**config.mk**
```make
export PLATFORM = sky130hd
export DESIGN_NAME = score_button_encoder
export DESIGN_NICKNAME = d
export VERILOG_FILES = /design/src/rtl/score_pkg.sv /design/src/rtl/debounce_bit.sv /design/src/rtl/score_button_encoder.sv
export SDC_FILE = /design/constraint.sdc
export NUM_CORES = 1
export LEC_CHECK = 0
export ABC_AREA = 1
export BUFFER_PORTS_ARGS = -buffer_cell sky130_fd_sc_hd__buf_2
export CELL_PAD_IN_SITES_DETAIL_PLACEMENT = 1
export CELL_PAD_IN_SITES_GLOBAL_PLACEMENT = 2
export CORE_MARGIN = 2
export CORE_UTILIZATION = 35
export CTS_CLUSTER_DIAMETER = 100
export DETAILED_ROUTE_END_ITERATION = 10
export PLACE_DENSITY = 0.88
export SLEW_MARGIN = 20
export SYNTH_ARGS = -nofsm -noshare
export SYNTH_HDL_FRONTEND = slang
export SYNTH_SLANG_ARGS = --single-unit
```
**constraint.sdc**
```tcl
create_clock -name clk -period 1.6 [get_ports clk]
set_input_delay 0.32 -clock clk [delete_from_list [all_inputs] [get_ports clk]]
set_output_delay 0.32 -clock clk [all_outputs]
set_load 0.01 [all_outputs]
```
**src/rtl/score_pkg.sv**
```systemverilog
// Shared scoreboard definitions: point codes used by the encoder, the adder
// and the display decoder, plus the encoder FSM state encoding.
package score_pkg;

  typedef logic [1:0] pts_t;

  localparam pts_t PTS_NONE = 2'd0;
  localparam pts_t PTS_1    = 2'd1;
  localparam pts_t PTS_2    = 2'd2;
  localparam pts_t PTS_3    = 2'd3;

  localparam logic [1:0] ST_IDLE     = 2'd0;
  localparam logic [1:0] ST_OFFER    = 2'd1;
  localparam logic [1:0] ST_WAIT_REL = 2'd2;

  // Bit 0 = +1 button, bit 1 = +2, bit 2 = +3; callers only use this on one-hot input.
  function automatic pts_t encode_press(input logic [2:0] press);
    pts_t code;
    code = PTS_NONE;
    if (press[0])      code = PTS_1;
    else if (press[1]) code = PTS_2;
    else if (press[2]) code = PTS_3;
    return code;
  endfunction

  function automatic logic multi_hot(input logic [2:0] press);
    return (press[0] & press[1]) | (press[0] & press[2]) | (press[1] & press[2]);
  endfunction

endpackage

```
**src/rtl/debounce_bit.sv**
```systemverilog
// One button: 2-FF synchronizer, stability counter, debounced level and a
// single-cycle pulse on each debounced press.
module debounce_bit #(
  parameter int DEBOUNCE_CYCLES = 4
) (
  input  logic clk,
  input  logic rst,
  input  logic raw_n,
  output logic level,
  output logic rise
);

  localparam int CNT_W = $clog2(DEBOUNCE_CYCLES + 1);
  localparam logic [CNT_W-1:0] CNT_MAX = CNT_W'(DEBOUNCE_CYCLES);

  logic             sync_p0;
  logic             sync_p1;
  logic             pressed;
  logic [CNT_W-1:0] cnt;
  logic [CNT_W-1:0] cnt_next;

  assign pressed  = ~sync_p1;
  assign cnt_next = cnt + CNT_W'(1);

  // Stage p0/p1: synchronizer, idles at the released (high) level
  always_ff @(posedge clk) begin
    if (rst) begin
      sync_p0 <= 1'b1;
      sync_p1 <= 1'b1;
    end else begin
      sync_p0 <= raw_n;
      sync_p1 <= sync_p0;
    end
  end

  // Stage p2: level flips on the edge that completes DEBOUNCE_CYCLES differing samples
  always_ff @(posedge clk) begin
    if (rst) begin
      cnt   <= '0;
      level <= 1'b0;
      rise  <= 1'b0;
    end else begin
      rise <= 1'b0;
      if (pressed != level) begin
        if (cnt_next == CNT_MAX) begin
          level <= pressed;
          rise  <= pressed;
          cnt   <= '0;
        end else begin
          cnt <= cnt_next;
        end
      end else begin
        cnt <= '0;
      end
    end
  end

endmodule

```
**src/rtl/score_button_encoder.sv**
```systemverilog
// Scoreboard front end: turns three debounced point buttons into single
// point-code events offered to the score adder over valid/ready.
module score_button_encoder
  import score_pkg::*;
#(
  parameter int DEBOUNCE_CYCLES = 4
) (
  input  logic       clk,
  input  logic       rst,
  input  logic       btn_a_n,
  input  logic       btn_b_n,
  input  logic       btn_c_n,
  input  logic       sub_sw,
  output logic [1:0] points,
  output logic       points_sub,
  output logic       points_valid,
  input  logic       points_ready,
  output logic       multi_press,
  output logic       busy
);

  logic [2:0] level_p2;
  logic [2:0] press_p2;
  logic [1:0] state;

  debounce_bit #(.DEBOUNCE_CYCLES(DEBOUNCE_CYCLES)) u_deb_a (
    .clk   (clk),
    .rst   (rst),
    .raw_n (btn_a_n),
    .level (level_p2[0]),
    .rise  (press_p2[0])
  );

  debounce_bit #(.DEBOUNCE_CYCLES(DEBOUNCE_CYCLES)) u_deb_b (
    .clk   (clk),
    .rst   (rst),
    .raw_n (btn_b_n),
    .level (level_p2[1]),
    .rise  (press_p2[1])
  );

  debounce_bit #(.DEBOUNCE_CYCLES(DEBOUNCE_CYCLES)) u_deb_c (
    .clk   (clk),
    .rst   (rst),
    .raw_n (btn_c_n),
    .level (level_p2[2]),
    .rise  (press_p2[2])
  );

  assign busy = (state != ST_IDLE);

  // Stage p3: event FSM; anything arriving outside IDLE is dropped, never queued
  always_ff @(posedge clk) begin
    if (rst) begin
      state        <= ST_IDLE;
      points       <= PTS_NONE;
      points_sub   <= 1'b0;
      points_valid <= 1'b0;
      multi_press  <= 1'b0;
    end else begin
      multi_press <= 1'b0;
      case (state)
        ST_IDLE: begin
          if (multi_hot(press_p2)) begin
            multi_press <= 1'b1;
            state       <= ST_WAIT_REL;
          end else if (press_p2 != 3'b000) begin
            points       <= encode_press(press_p2);
            points_sub   <= sub_sw;
            points_valid <= 1'b1;
            state        <= ST_OFFER;
          end
        end
        ST_OFFER: begin
          if (points_ready) begin
            points       <= PTS_NONE;
            points_valid <= 1'b0;
            state        <= ST_WAIT_REL;
          end
        end
        ST_WAIT_REL: begin
          if (level_p2 == 3'b000) state <= ST_IDLE;
        end
        default: state <= ST_IDLE;
      endcase
    end
  end

endmodule
```
==> summary.txt <==
Clocking
  • Post-CTS sizing: 0
  • CTS tree: yes
  • Hold Buf Count CTS: 0
  • Worst-path clk slew: 150 ps
  • Post-CTS setup buffer count: 0
  • H-tree Lvls: 1
  • Worst-Skew Late Latency: 320 ps
  • Clock Sink Count: 28
  • Max clock buf depth: 2
  • Clock root cell: clkbuf_4
  • CTS Buf Count: 3

Finish
  • Fraction of layout cells with a size suffix above 1: 25.7%
  • Final Cell Area: 0.00126 sq mm
  • Fin cells: 184
  • Inserted Diodes: 0
  • Layout area overhead: 13.2%
  • Commonest non-fill, non-tap cell in the layout: dfxtp_1
  • Commonest cells after routing, fill and taps aside: dfxtp_1 (28), nand2_1 (19), inv_1 (13)
  • Nets: 154

Setup path
  • CP Capture Type: primary output
  • Critical path startpoint category: flip-flop
  • CP Max Fanout: 5
  • Arrival time at the worst endpoint: 1100 ps
  • Req. time, crit path: 1280 ps
  • Reg2reg setup slack: 320 ps
  • Critical path class: reg -> out

Floorplan
  • Initial Utilization: 36.7%
  • Row cnt: 20
  • Full die area: 0.00364 sq mm
  • Core area: 0.00303 sq mm
  • Die X: 60.3 um
  • Die height: 60.3 um
  • Top-level I/O count: 13

Route
  • Final WL: 2040 um
  • Starting DRC count in detailed routing: 19
  • Routed WL per cell: 11.1 um
  • Number of iterations in the first detailed-routing pass: 4
  • DRC viols: 0
  • Via count: 828
  • ANT nets after route: 0
  • DR vias/cell: 4.50

Logic synthesis
  • Synthesized instance count: 125
  • Synth Register Bits: 28
  • Synth warn: 0
  • Syn nets: 138
  • Post-Syn Area: 0.00111 sq mm
  • Syn avg cell area: 8.88 sq um
  • Seq/Total Area, Yosys: 50.5%
  • Distinct cell type count after synthesis: 23

Run status
  • Status: finished clean

STA
  • Maximum clock frequency: 0.704 GHz
  • Slew @ Worst Pin: 332 ps
  • RSZ-0062 raised after global routing: false
  • # setup viols final: 0
  • Max-slew headroom: 77.9%
  • Fin. max-slew vios: 0
  • Min cycle time layout: 1420 ps
  • Setup TNS Final: 0 ps
  • Final Skew: 5.93 ps
  • Period utilization: 88.8%
  • Final Hold Violating Endpoints: 0

Pwr
  • Final Power: 1.09 mW
  • VDD IR-drop max: 0.000342 V
  • PD cells: 864 mW/mm^2
  • Leak: 0.575 nW

GRT
  • Initial antenna violation count: 0
  • Overflow after GRT: 0
  • Number of global-route vias before repair: 845
  • First-pass GRT wire length: 3550 um
  • All-Layer GR Usage: 13.2%
  • Largest net degree at the start of global routing: 19

Place
  • GP Congestion: 0.690
  • Post-Place Cells: 180
  • HPWL after detailed placement: 1580 um
  • Placed cell area: 0.00122 sq mm
  • # port buffers: 12

Hold path
  • Min-delay worst type: in -> reg

Flow run
  • Max Cap Violations: 0
[path summary, 6_finish.rpt]
path / start / end / cells past startpoint
setup / recovery: state[1]$_SDFFE_PP0P_ / busy / 3
hold / removal: btn_a_n / u_deb_a.sync_p0$_SDFF_PP1_ / 2
setup reg to reg: u_deb_c.cnt[0]$_SDFF_PP0_ / u_deb_c.cnt[2]$_SDFF_PP0_ / 5
hold reg to reg: u_deb_b.sync_p0$_SDFF_PP1_ / u_deb_b.sync_p1$_SDFF_PP1_ / 1
[where the power goes]
part	switching, mW	internal [mW]
sequential	0.00542	0.707
combinational	0.0168	0.0143
clock	0.203	0.139
total	0.225	0.860
[through the flow]
stage | worst slack, ps | util [%] | hold slack, ps
after floorplan | 526 | - | 389
after global placement | 425 | 40.3 | 392
after detailed placement | 321 | 40.3 | 399
after CTS | 155 | 41.5 | 159
after global routing | 98.9 | 41.5 | 160
final | 179 | 41.5 | 167
[cell type report]
cell class                 count  area [sq um]
sequential                    28           561
clock buffer                   4          36.3
inverter                      15          56.3
multi-input combinational     81           488
fill                         381          1770
timing repair buffer          12          60.1
tap                           44          55.1
[state kept, by name (all words and copies together), names as in the netlist, 2 cells and up]
signal / cells
state: 2
u_deb_a.cnt: 3
points: 2
u_deb_c.cnt: 3
u_deb_b.cnt: 3
[routing by layer]
metal	GRT usage (%)	routed length [um]	share of wire [%]	vias to the layer above
met4	3.81	21	1.0	0
met3	3.25	74	3.6	2
met2	25.5	1070	52	11
met1	14.0	875	43	394
li1	-	-	-	421
met5	0	0	0	-
[cells in the mapped netlist, drive strengths merged]
library cell	count	area, sq um
nand2	21	83.8
nand3	5	25.0
nand4	2	12.5
xnor2	3	26.3
inv	15	56.3
nand3b	3	22.5
ha	6	75.1
dfxtp	28	561
a21oi	7	46.3
nor4	3	18.8
or2	7	46.3
nor3	1	5.00
buf	1	5.00
o21ai	3	18.8
nor2	17	81.3
xor2	3	26.3
[worst max-delay path, stage by stage (launching register included)]
cell and delay [ps]:
dfxtp_1 360, nor2_2 220, inv_1 60, buf_2 140
[logic make-up (layout without fill, tap and decap cells)]
family | after synthesis | count (layout) | share of synthesized area (%)
AND/OR/NAND/NOR | 59 | 59 | 26.6
flip-flops | 28 | 28 | 50.5
buffers and inverters | 16 | 31 | 5.52
AO/OA/AOI/OAI | 10 | 10 | 5.86
adder cells (fa/ha/maj) | 6 | 6 | 6.76
XOR/XNOR | 6 | 6 | 4.74
No activity file was read; power rests on OpenSTA's default activity.
